**config.mk**
```make
export PLATFORM = sky130hd
export DESIGN_NAME = v19_peak_detector
export DESIGN_NICKNAME = d
export VERILOG_FILES = /design/src/rtl/v19_peak_detector.sv
export SDC_FILE = /design/constraint.sdc
export NUM_CORES = 1
export LEC_CHECK = 0
export BUFFER_PORTS_ARGS = -buffer_cell sky130_fd_sc_hd__buf_2
export CAP_MARGIN = 20
export CORE_UTILIZATION = 50
export CTS_CLUSTER_SIZE = 16
export DETAILED_ROUTE_END_ITERATION = 10
export GPL_TIMING_DRIVEN = 0
export PLACE_DENSITY = 0.78
export REMOVE_ABC_BUFFERS = 1
export SLEW_MARGIN = 20
export SYNTH_ARGS = -nofsm -noshare
export SYNTH_HDL_FRONTEND = slang
export SYNTH_SLANG_ARGS = --single-unit
```
**constraint.sdc**
```tcl
create_clock -name clk -period 7.95 [get_ports clk]
set_input_delay 1.59 -clock clk [delete_from_list [all_inputs] [get_ports clk]]
set_output_delay 1.59 -clock clk [all_outputs]
set_load 0.1 [all_outputs]
```
**src/rtl/v19_peak_detector.sv**
```systemverilog
// Pulse peak detector: arms above THRESHOLD, tracks the pulse maximum, and emits one
// amplitude/time/width record per pulse over a valid/ready handshake, then holds off.
module v19_peak_detector #(
    parameter int SIZE_FILTER_DATA = 15,
    parameter int THRESHOLD        = 100,
    parameter int HYST             = 8,
    parameter int MAX_WIDTH        = 64,
    parameter int HOLDOFF          = 16,
    parameter int TS_W             = 32
) (
    input  logic                               clk,
    input  logic                               reset,
    input  logic signed [SIZE_FILTER_DATA:0]   filter_data,
    input  logic                               peak_ready,
    output logic                               peak_valid,
    output logic signed [SIZE_FILTER_DATA:0]   peak_amp,
    output logic        [TS_W-1:0]             peak_time,
    output logic        [7:0]                  peak_width,
    output logic                               peak_tmo,
    output logic        [15:0]                 lost_count
);

    localparam int DW = SIZE_FILTER_DATA + 1;

    // Compare levels are one bit wider than the data so THRESHOLD-HYST cannot wrap.
    localparam logic signed [DW:0] ThrExt = (DW + 1)'(THRESHOLD);
    localparam logic signed [DW:0] LowThr = (DW + 1)'(THRESHOLD - HYST);
    localparam logic [7:0]         MaxW   = 8'(MAX_WIDTH);
    localparam logic [15:0]        HoldLd = 16'(HOLDOFF);

    typedef enum logic [1:0] {StIdle, StTrack, StHoldoff} state_e;

    state_e                 state_q, state_d;
    logic [TS_W-1:0]        ts_q, ts_d;
    logic signed [DW-1:0]   max_q, max_d;
    logic [TS_W-1:0]        max_ts_q, max_ts_d;
    logic [7:0]             width_q, width_d;
    logic [15:0]            hold_q, hold_d;
    logic                   valid_q, valid_d;
    logic signed [DW-1:0]   amp_q, amp_d;
    logic [TS_W-1:0]        time_q, time_d;
    logic [7:0]             pw_q, pw_d;
    logic                   tmo_q, tmo_d;
    logic [15:0]            lost_q, lost_d;

    logic signed [DW:0]     data_ext;
    logic                   above, below;
    logic                   emit, emit_tmo;
    logic [7:0]             width_inc;

    assign data_ext = {filter_data[DW-1], filter_data};
    assign above    = data_ext > ThrExt;
    assign below    = data_ext < LowThr;

    always_comb begin
        state_d   = state_q;
        ts_d      = ts_q + TS_W'(1);
        max_d     = max_q;
        max_ts_d  = max_ts_q;
        width_d   = width_q;
        hold_d    = hold_q;
        valid_d   = valid_q;
        amp_d     = amp_q;
        time_d    = time_q;
        pw_d      = pw_q;
        tmo_d     = tmo_q;
        lost_d    = lost_q;
        emit      = 1'b0;
        emit_tmo  = 1'b0;
        width_inc = (width_q >= MaxW) ? MaxW : width_q + 8'd1;

        unique case (state_q)
            StIdle: begin
                if (above) begin
                    max_d    = filter_data;
                    max_ts_d = ts_q;
                    width_d  = 8'd1;
                    state_d  = StTrack;
                end
            end
            StTrack: begin
                if (below) begin
                    // Ending sample is not part of the pulse width.
                    emit    = 1'b1;
                    hold_d  = HoldLd;
                    state_d = StHoldoff;
                end else begin
                    width_d = width_inc;
                    if (filter_data > max_q) begin
                        max_d    = filter_data;
                        max_ts_d = ts_q;
                    end
                    if (width_inc == MaxW) begin
                        emit     = 1'b1;
                        emit_tmo = 1'b1;
                        hold_d   = HoldLd;
                        state_d  = StHoldoff;
                    end
                end
            end
            StHoldoff: begin
                if (hold_q == 16'd0) begin
                    if (below) state_d = StIdle;
                end else begin
                    hold_d = hold_q - 16'd1;
                end
            end
            default: state_d = StIdle;
        endcase

        if (emit) begin
            if (valid_q && !peak_ready) begin
                // Consumer still holds the previous record: drop this one.
                if (lost_q != 16'hFFFF) lost_d = lost_q + 16'd1;
            end else begin
                valid_d = 1'b1;
                amp_d   = max_d;
                time_d  = max_ts_d;
                pw_d    = width_d;
                tmo_d   = emit_tmo;
            end
        end else if (valid_q && peak_ready) begin
            valid_d = 1'b0;
        end
    end

    always_ff @(posedge clk or negedge reset) begin
        if (!reset) begin
            state_q  <= StIdle;
            ts_q     <= '0;
            max_q    <= '0;
            max_ts_q <= '0;
            width_q  <= '0;
            hold_q   <= '0;
            valid_q  <= 1'b0;
            amp_q    <= '0;
            time_q   <= '0;
            pw_q     <= '0;
            tmo_q    <= 1'b0;
            lost_q   <= '0;
        end else begin
            state_q  <= state_d;
            ts_q     <= ts_d;
            max_q    <= max_d;
            max_ts_q <= max_ts_d;
            width_q  <= width_d;
            hold_q   <= hold_d;
            valid_q  <= valid_d;
            amp_q    <= amp_d;
            time_q   <= time_d;
            pw_q     <= pw_d;
            tmo_q    <= tmo_d;
            lost_q   <= lost_d;
        end
    end

    assign peak_valid = valid_q;
    assign peak_amp   = amp_q;
    assign peak_time  = time_q;
    assign peak_width = pw_q;
    assign peak_tmo   = tmo_q;
    assign lost_count = lost_q;

endmodule
```
# Word level (Yosys, flattened, before mapping)
# Index checks and enable logic that the tools add are counted.
[op_classes]
n_mux = 30
n_lt_le_gt_ge = 4
n_shift = 0
reduce_logical = 12
eq_ne = 10
mul = 0
addsub = 4
n_bitwise = 1
div = 0
[ops]
columns = ["op", "n"]
rows = [
  ["16-bit 2-to-1 mux", 6],
  ["32-bit 2-to-1 mux", 3],
  ["16-bit one-hot mux with 2 select lines", 2],
  ["32-bit one-hot mux with 2 select lines", 1],
  ["32-bit by 1-bit adder with 32-bit output (second input constant)", 1],
  ["8-bit 2-to-1 mux", 3],
  ["16-bit by 1-bit adder with 16-bit output (second input constant)", 1],
  ["16-bit greater-than comparator", 1],
  ["16-bit by 8-bit greater-than comparator with 1-bit output (second input constant)", 1],
  ["16-bit zero test", 1],
  ["16-bit by 8-bit less-than comparator with 1-bit output (second input constant)", 1],
  ["16-bit inequality test (second input constant)", 1],
  ["8-bit one-hot mux with 2 select lines", 1],
  ["16-bit by 1-bit subtractor with 16-bit output (second input constant)", 1],
  ["2-bit 2-to-1 mux", 5],
  ["2-bit inequality test (second input constant)", 5],
  ["8-bit by 1-bit adder with 8-bit output (second input constant)", 1],
  ["8-bit by 7-bit equality test with 1-bit output (second input constant)", 1],
  ["8-bit by 7-bit >= comparator with 1-bit output (second input constant)", 1],
  ["1-bit 2-to-1 mux", 8],
  ["2-bit one-hot mux with 3 select lines", 1],
  ["3-bit AND reduction", 2],
  ["2-bit AND reduction", 2],
  ["4-bit AND reduction", 1],
  ["other kinds (8)", 10],
]
[totals]
latchBits = 0
word_cells = 73
mem_bits_rw = 0
register_bits = 180
mem_bits_ro = 0
input_bits = 19
mem_count = 0

# Longest topological paths before layout
# Gate-level depths: netlist of the first run.
[logic_depth]
depth_word = 8
depth_mapped = 11
mapped_depth_nobuf = 9

# Worst setup path after synthesis of the first run
# No wires, ideal clock.
[synth_path]
kind = "input-to-reg"
from = "input port filter_data[15]"
to = "register max_q[2]"
setup_slack_ns = 3.895
arrival_time_ns = 3.931
path_buffers = 2
path_stages = 9
cell_sequence = "ha_1 > nand4_1 > a2111oi_0 > nor4_2 > xnor2_1 > o31ai_1 > buf_2 > buf_4 > mux2_2"
[synth_between]
elab_chain_cells = 4
elab_cells_between_ends = 7
classes_between = "order compare (3); mux (4)"
[synth_rtl]
columns = ["item", "line_no", "text"]
rows = [
  ["from (decl)", "13", "input logic signed [SIZE_FILTER_DATA:0] filter_data,"],
  ["16-bit greater-than comparator", "89", "if (filter_data > max_q) begin"],
  ["16-bit 2-to-1 mux", "89", ""],
  ["16-bit 2-to-1 mux", "82", "if (below) begin"],
  ["16-bit one-hot mux with 2 select lines *", "72", "unique case (state_q)"],
  ["via max_d[2]", "35", "logic signed [DW-1:0] max_q, max_d;"],
  ["to (signal assigned)", "144", "max_q <= max_d;"],
  ["to (decl)", "35", ""],
]
# The timed path passes the listed nets; every way through them passes the cells marked *.
# A chain may end at the register's enable or synchronous reset.

# Final worst setup path of the first run
[layout_path]
from = "input port filter_data[15]"
to = "register max_ts_q[20]"
[layout_between]
elab_chain_cells = 4
elab_cells_between_ends = 7
classes_between = "order compare (3); mux (4)"
[layout_rtl]
columns = ["item", "line_no", "text"]
rows = [
  ["16-bit greater-than comparator", "89", ""],
  ["32-bit 2-to-1 mux", "89", ""],
  ["32-bit 2-to-1 mux", "82", ""],
  ["32-bit one-hot mux with 2 select lines *", "72", ""],
  ["via max_ts_d[20]", "36", "logic [TS_W-1:0] max_ts_q, max_ts_d;"],
  ["to (signal assigned)", "145", "max_ts_q <= max_ts_d;"],
  ["to (decl)", "36", ""],
]
# Marks and branches as above.

==> metrics.txt, run 1 <==
status=complete, no violations; Filler cells=1348; Syn Area/Cell=11.34 um2; number of routed nets with antenna violations=0; CTS Sinks=180; die height=130.0 um; DRT Wirelength=15.20 mm; Tmin final=4298 ps; GRT met2 Usage=30.51%; routed len/inst=14.54 um; fin area=9657 um2; die area=16890 um2; Area Growth Syn to Fin=17.96%; largest net degree at the start of global routing=83; share of layout cells above drive strength 1=24.25%; Cell Count, Final, Fillers Out=1045; worst skew pair latency=420 ps; initial core utilization=51.35%; Syn Inst Count=722; Synth area leader=dfrtp_1; min-delay worst type=reg -> reg; MaxCap Viol Count=0; LEAKAGE=0.004483 uW; Final Setup Violations=0; die width=130.0 um; Pwr Total=4177 uW; Worst-path clk slew=70 ps; Tcrit/Tclk final=54.07%; Mapped Area=8187 um2; Final Core Density=60.57%; #FFs+latches synth=180; Core Footprint=15940 um2; Storage cell area=4504 um2; vias in the first global route=5190; Most Crowded Layer GR=met2; Slew headroom=39.50%; GR Layer Usage met3=4.879%; Post-synth EDFFs=0; crit end category=flip-flop; PortBufs=92; post-synth top area share=55.02%; IO Pins=93; GR Overflow Total=0; Hold WS=476.0 ps; crit-path cells=buf_2 > ha_1 > nand4_1 > a2111oi_0 > nor4_2 > xnor2_1 > o31ai_4 > buf_6 > buf_16 > mux2_2; RePlAce Congestion=0.7916; first-pass GRT wire length=25.32 mm; Critical Path Max Stage Delay=550 ps; H-tree Lvls=4; clk_skew=8.317 ps; Vias/cell=5.278; top post-synthesis cells by area=dfrtp_1, mux2_2, mux2i_1; fin. max-slew vios=0; ANT cells=0; Cells after DPL=1013; synth unique cells=51; met1 usage=26.46%; RSZ-0062 raised after global routing=false; Final Hold Fails=0; Total GRT Usage=19.40%; maximum clock insertion buffer count=2; dpl cell area=9050 um2; TritonRoute pass-1 iters=4; Ys Warns=0; number of clock buffers inserted by TritonCTS=17; CTS tree=done; Max VDD drop=0.3924 mV; CP Class=in -> reg; Max stage delay cell, worst path=o31ai_4; Setup Buffers After CTS=0; Multi-input gate area=3501 um2; DRC=0; actual slew at the worst max-slew pin=899.2 ps; Setup crit start kind=input pin; ys flop type=dfrtp_1; antenna violations before repair=0; HPWL after DPL=10.40 mm; post_cts resized=0; Crit Path Max Fanout=15; nets=855; Arr. time, crit path=4610 ps; pwr dens=432.6 nW/um2; Post-synth ARST share=100.0%; CP required=8260 ps; placement row count=46; sequential share of the synthesized area=55.02%; Root Driver=clkbuf_16; vias=5515; hold_buf cts=0; Max Freq=0.2326 GHz; 1st-iter DRT viols=265
cell families (layout without fill, tap and decap cells):
kind of cell	after synthesis	after routing	share of synthesized area (%)
AOI/OAI and AO/OA	105	105	7.520
xor gates and xnor gates	57	57	6.098
adders and majority gates	20	20	3.057
buffers and inverters	50	157	2.629
DFF	180	180	55.02
muxes	99	99	12.85
and+or+nand+nor	211	211	12.82
report_power, final:
group | internal, uW | total [uW] | switching (uW)
clock network | 483 | 856 | 373
registers | 1160 | 1310 | 153
logic | 465 | 2010 | 1540
through the flow:
| stage | setup WS (ps) | TNS (ps) |
|---|---|---|
| floorplan | 824.5 | 0 |
| global placement | -1644 | -109090 |
| detailed placement | 3231 | 0 |
| CTS | 3666 | 0 |
| global route | 3374 | 0 |
| finish | 3652 | 0 |
layout by cell type (no fill, tap or decap), types with 10 or more instances in the layout:
cell type	count
a21oi_1	62
and3_1	10
buf_2	91
clkbuf_16	17
dfrtp_1	180
ha_1	20
inv_1	23
mux2_2	48
mux2i_1	49
nand2_1	39
nand3_1	20
nand4_1	14
nor2_1	73
nor3_1	11
o21ai_0	18
xnor2_1	45
xor2_1	12
worst paths after layout:
| kind | startpoint | endpoint | slack [ps] | cells after the start |
|---|---|---|---|---|
| min in group asynchronous | reset | peak_amp[8] | 1010 | 1 |
| worst max register to register | max_q[15] | max_ts_q[20] | 4600 | 10 |
| max in group asynchronous | reset | ts_q[30] | 6270 | 2 |
| worst min-delay path | peak_width[2] | peak_width[2] | 480 | 2 |
| worst max-delay path | filter_data[15] | max_ts_q[20] | 3650 | 10 |
| worst min register to register | peak_width[2] | peak_width[2] | 480 | 2 |
per-layer routing:
| metal | wire length, um | vias to the layer above | part of all wire (%) |
|---|---|---|---|
| met4 | 173 | 0 | 1.1 |
| met1 | 7542 | 2687 | 50 |
| met5 | 0 | - | 0 |
| met3 | 504 | 20 | 3.3 |
| li1 | - | 2718 | - |
| met2 | 6976 | 90 | 46 |
flip-flops by register name, indices dropped and copies added, names as in the netlist:
name / flops
max_ts_q: 32
peak_time: 32
ts_q: 32
hold_q: 16
lost_count: 16
max_q: 16
peak_amp: 16
peak_width: 8
width_q: 8
state_q: 2
peak_tmo: 1
peak_valid: 1
synth_stat cells (3+ instances only):
master,instances
o31ai_1,4
nand3_1,20
clkbuf_1,15
nand4_1,14
buf_4,5
and3_1,10
xor2_1,12
inv_1,23
nor2b_1,5
nor2_1,73
mux2_2,48
xnor2_1,45
o21ai_0,18
ha_1,20
nor4_1,6
and4_1,6
nand2_1,39
dfrtp_1,180
mux2i_1,50
nor3_1,11
or3_2,3
and2_1,8
a21oi_1,62
buf_2,7
a21o_1,3
or3_1,3
worst max-delay path, delay by kind of cell:
family	cells	cell delay [ps]
AND/OR/NAND/NOR	2	380
multiplexers	1	360
adder cells (fa/ha/maj)	1	390
buffers and inverters	3	590
XOR/XNOR	1	220
AO/OA/AOI/OAI	2	1070
area by class of cell:
cell class                 instances  area share (%)
sequential                       180           46.64
multi-input combinational        492           36.25
timing repair buffer             102           7.126
clock buffer                      18           4.548
tap                              216           2.799
clock inverter                    14           1.736
inverter                          23          0.8940
Power figures use the tool's default switching activity.
==> run 2: changes to the inputs <==
--- a/config.mk
+++ b/config.mk
@@ -5,13 +5,14 @@
 export SDC_FILE = /design/constraint.sdc
 export NUM_CORES = 1
 export LEC_CHECK = 0
+export ABC_AREA = 1
 export BUFFER_PORTS_ARGS = -buffer_cell sky130_fd_sc_hd__buf_2
 export CAP_MARGIN = 20
 export CORE_UTILIZATION = 50
 export CTS_CLUSTER_SIZE = 16
 export DETAILED_ROUTE_END_ITERATION = 10
 export GPL_TIMING_DRIVEN = 0
-export PLACE_DENSITY = 0.78
+export PLACE_DENSITY = 0.8
 export REMOVE_ABC_BUFFERS = 1
 export SLEW_MARGIN = 20
 export SYNTH_ARGS = -nofsm -noshare
==> constraint.sdc (replaced) <==
create_clock -name clk -period 3.62 [get_ports clk]
set_input_delay 0.724 -clock clk [delete_from_list [all_inputs] [get_ports clk]]
set_output_delay 0.724 -clock clk [all_outputs]
set_load 0.1 [all_outputs]
==> metrics.txt, run 2 <==
pwr dens=366.0 nW/um2; routed len/inst=14.06 um; Compound-Gate Fraction of Synth Area=7.100%; initial core utilization=51.17%; main combinational cell family by area after synthesis=simple AND/OR/NAND/NOR gates; Vias/cell=5.296; most frequent cells after synthesis=nand2_1, dfrtp_1, inv_1, nand3_1, o21ai_0; PortBufs=92; Setup Buffers After CTS=0; HPWL after DPL=15.10 mm; IO Pins=93; ys flop type=dfrtp_1; status=complete, no violations; Total GRT Usage=24.22%; GR Overflow Total=0; H-tree Lvls=4; antenna violations before repair=0; synth unique cells=39; worst skew pair latency=440 ps; r2r setup slk=350 ps; RSZ-0062 raised after global routing=false; MaxCap Viol Count=0; CP Class=reg -> reg; Ys Warns=0; mux cell area share after synthesis=0%; Syn Area/Cell=7.575 um2; Pwr Total=4119 uW; Final Setup Violations=0; CTS Sinks=180; Post-synth ARST share=100.0%; Worst-path clk slew=70 ps; LEAKAGE=0.005906 uW; hold_buf cts=0; die width=143.4 um; TritonRoute pass-1 iters=6; fin. max-slew vios=0; Syn Inst Count=1319; Area Growth Syn to Fin=12.63%; Max Freq=0.3057 GHz; Synth area leader=dfrtp_1; setup TNS=0 ps; most frequent cells in the layout=nand2_1, dfrtp_1, inv_1, nand3_1, buf_2; post-synthesis xor/xnor area fraction=4.470%; Core Footprint=19530 um2; ANT cells=0; post_cts resized=0; area share of fa/ha/maj cells after synthesis=2.504%; Max VDD drop=0.2358 mV; most common cell after layout, fill and taps aside=nand2_1; Final Core Density=57.64%; Crit Path Max Fanout=48; Tcrit/Tclk final=90.37%; largest net degree at the start of global routing=95; Synth Area in Simple Gates=31.37%; post-synth top area share=45.08%; Final Hold Fails=0; Setup crit start kind=flip-flop; 1st-iter DRT viols=841; number of routed nets with antenna violations=0; CP required=3950 ps; CTS tree=done; DRT Wirelength=23.36 mm; share of layout cells above drive strength 1=12.68%; clk_skew=8.150 ps; Mapped Area=9992 um2; vias=8797; top-count cell post-synth=nand2_1; top post-synthesis cells by area=dfrtp_1, nand2_1, nand3_1; nets=1422; RePlAce Congestion=0.8809; maximum clock insertion buffer count=2; Slew headroom=32.32%; sequential share of the synthesized area=45.08%; vias in the first global route=8395; actual slew at the worst max-slew pin=1014 ps; #FFs+latches synth=180; dpl ws=-40.83 ps; min-delay worst type=in -> async; placement row count=51; DRC=0; Arr. time, crit path=3600 ps; Tmin final=3271 ps; Post-synth EDFFs=0; first-pass GRT wire length=39.67 mm; die area=20550 um2; Filler cells=1718; fin worst setup slack=348.6 ps; Hold WS=283.7 ps; crit end category=flip-flop; die height=143.4 um; Root Driver=clkbuf_16; number of clock buffers inserted by TritonCTS=17
[run 2: cell count changes after synthesis, sizes merged, moves of 25 or more]
cell   previous run  this run
nand2            40       490
inv              23       162
nand3            20       128
mux2i            50         0
a21oi            62        13
mux2             49         0
o21ai            20        67
xnor2            45         8
o22ai             0        34
xor2             12        43
buf              12        37
[run 2: per-layer routing]
layer,vias to the layer above,wire length [um],track usage (%)
met5,-,0,0
met4,0,573,10.64
met3,51,1102,3.432
met2,294,11120,38.91
met1,4143,10560,32.67
li1,4309,-,-
[run 2: report_power, final]
| part | internal, uW | leakage, uW | switching [uW] | total, uW |
|---|---|---|---|---|
| clock | 1060 | 0.000294 | 853 | 1910 |
| combinational | 47.3 | 0.00336 | 144 | 191 |
| sequential | 2010 | 0.00226 | 2.97 | 2020 |
| total | 3120 | 0.00591 | 1000 | 4120 |
[run 2: metrics by stage]
step           cell area [um2]  instances
2_1_floorplan             9666       1266
3_3_place_gp             10460       1623
3_5_place_dp             10640       1629
4_1_cts                  11250       1661
5_1_grt                  11250       1661
6_report                 11250       1661
[run 2: kinds of logic after synthesis]
| family | Yosys count |
|---|---|
| AO/OA/AOI/OAI | 125 |
| adder cells (fa/ha/maj) | 20 |
| flip-flops | 180 |
| buffers and inverters | 217 |
| XOR/XNOR | 51 |
| AND/OR/NAND/NOR | 726 |
[run 2: worst paths after layout]
| check | start | to | cells after the start |
|---|---|---|---|
| max | max_q[15] | peak_amp[8] | 16 |
| min | reset | hold_q[1] | 1 |
| max reg2reg | max_q[15] | peak_amp[8] | 16 |
| min reg2reg | peak_amp[3] | peak_amp[3] | 2 |
| max in group asynchronous | reset | state_q[1] | 2 |
| min in group clk | peak_amp[3] | peak_amp[3] | 2 |
[run 2: layout make-up]
cell class	count	area, um2	share of cell area, %
multi-input cells	922	4566	40.57
flip-flops and latches	180	4506	40.03
repair buffers	98	620.6	5.514
inverters	164	620.6	5.514
clock buffers	18	439.2	3.902
well taps	265	331.6	2.946
clock inverters	14	171.4	1.523
[run 2: critical path, stage by stage (launching register included)]
cell     delay (ps)
dfrtp_1         390
inv_1            60
ha_1            320
nand2_1          80
nor2_1          160
nand2_1          90
inv_1            60
nand2_1          70
nand3_1          90
nand2_2         270
buf_12          270
nand2_2         740
nand2_1         150
nand3_1         140
nand2_1          90
nand2_1         100
nand2_1          50
==> run 3: changes to the inputs <==
--- a/config.mk
+++ b/config.mk
@@ -13,7 +13,6 @@
 export DETAILED_ROUTE_END_ITERATION = 10
 export GPL_TIMING_DRIVEN = 0
 export PLACE_DENSITY = 0.8
-export REMOVE_ABC_BUFFERS = 1
 export SLEW_MARGIN = 20
 export SYNTH_ARGS = -nofsm -noshare
 export SYNTH_HDL_FRONTEND = slang
==> metrics.txt, run 3 (synthesis gave the netlist of run 2 again) <==
Most Crowded Layer GR=met2; GR Layer Usage met3=5.065%; Int Pwr=3064 uW; HPWL after DPL=19.29 mm; CTS tree=done; largest net degree at the start of global routing=96; Area Growth Syn to Fin=14.41%; Max Freq=0.3757 GHz; P_sw=1078 uW; status=complete, no violations; min-delay worst type=in -> async; Max stage delay cell, worst path=clkbuf_1; number of clock buffers inserted by TritonCTS=17; Final Hold Fails=0; nets=1470; RePlAce Congestion=0.9392; DRT Wirelength=26.77 mm; clock network fraction of total power=46.3%; Final Setup Violations=0; die area=20550 um2; most used cell, CP=nand2_1; initial core utilization=51.17%; number of routed nets with antenna violations=0; Sw Share=26.03%; Max VDD drop=0.3049 mV; H-tree Lvls=4; worst skew pair latency=440 ps; CTS Sinks=180; met1 usage=37.12%; Filler cells=1760; Setup Buffers After CTS=0; crit end category=flip-flop; share of layout cells above drive strength 1=14.20%; Core Footprint=19530 um2; most frequent cells in the layout=nand2_1, dfrtp_1, inv_1, nand3_1, buf_2; PortBufs=92; actual slew at the worst max-slew pin=688.1 ps; DRC=0; clk_skew=10.42 ps; Hold WS=264.1 ps; die width=143.4 um; Tmin final=2662 ps; CP Class=reg -> reg; vias=9183; routed len/inst=15.66 um; Crit Path Max Fanout=10; Root Driver=clkbuf_16; sequential power share=48.7%; hold_buf cts=0; Vias/cell=5.373; synthesized net count=1358; Gate power share=5.0%; fin area=11430 um2; first-pass GRT wire length=43.12 mm; Slew headroom=54.13%; Total GRT Usage=27.06%; 1st-iter DRT viols=833; antenna violations before repair=0; GR Overflow Total=0; post_cts resized=0; die height=143.4 um; dpl cell area=10820 um2; most common cell after layout, fill and taps aside=nand2_1; RSZ-0062 raised after global routing=false; pwr dens=362.3 nW/um2; Critical Path Max Stage Delay=460 ps; LEAKAGE=0.006042 uW; TritonRoute pass-1 iters=8; vias in the first global route=8692; CP required=3950 ps; Setup crit start kind=flip-flop; IO Pins=93; fin. max-slew vios=0; Worst-path clk slew=70 ps; Arr. time, crit path=3000 ps; GRT met2 Usage=42.21%; ANT cells=0; maximum clock insertion buffer count=2; crit-path cells=inv_1 > ha_1 > a21oi_1 > o21ai_0 > a21oi_1 > nand2_1 > nand2_1 > nand2_1 > nand2_2 > clkbuf_1 > nand2_1 > nand3_1 > nand2_1 > nand2_1 > nand2_1; Tcrit/Tclk final=73.53%; MaxCap Viol Count=0; placement row count=51
-- run 3: cell type report --
type                    count  area [um2]  area share, %
plain buffers              53       326.6          2.857
inverters                 164       620.6          5.428
well taps                 265       331.6          2.900
multi-input cells         922        4541          39.72
repair buffers             93       498.0          4.356
clock inverters            15       185.2          1.620
clock buffers              17       425.4          3.721
flip-flops and latches    180        4504          39.40
-- run 3: power groups by stage --
stage | clock (uW) | combinational, uW | sequential, uW
after floorplan | 0 | 99.7 | 2060
after global placement | 0 | 197 | 2060
after detailed placement | 0 | 204 | 2060
after CTS | 1940 | 205 | 2020
after global routing | 2020 | 229 | 2020
final | 1920 | 207 | 2020
-- run 3: worst paths after layout --
path	start	to	slack [ps]	cells after the start
worst max-delay path	max_q[15]	peak_time[26]	960	15
worst min-delay path	reset	max_q[9]	260	1
worst max register to register	max_q[15]	peak_time[26]	960	15
worst min register to register	peak_amp[13]	peak_amp[13]	480	2
max in group asynchronous	reset	peak_time[19]	2440	2
min in group clk	peak_amp[13]	peak_amp[13]	480	2
-- run 3: layer usage --
layer | wire length (um) | vias to the layer above
met4 | 755 | 0
met3 | 2030 | 54
met5 | 0 | -
li1 | - | 4428
met2 | 12250 | 387
met1 | 11730 | 4314
-- run 3: worst max-delay path: cells and delay by family, from the launching register on --
family / cells / cell delay (ps)
flops: 1 / 410
buf+inv: 2 / 530
simple gates: 9 / 830
fa+ha+maj: 1 / 330
compound gates: 3 / 480
-- run 3: through the flow --
stage	setup TNS (ps)	std cells	total power (uW)	setup slack, ps	util [%]
after floorplan	0	1319	2159	1053	-
after global routing	0	1709	4260	831.6	58.55
after detailed placement	0	1677	2259	712.4	55.42
after global placement	-186880	1676	2252	-1055	55.23
final	0	1709	4142	958.2	58.55
after CTS	0	1709	4161	1037	58.55
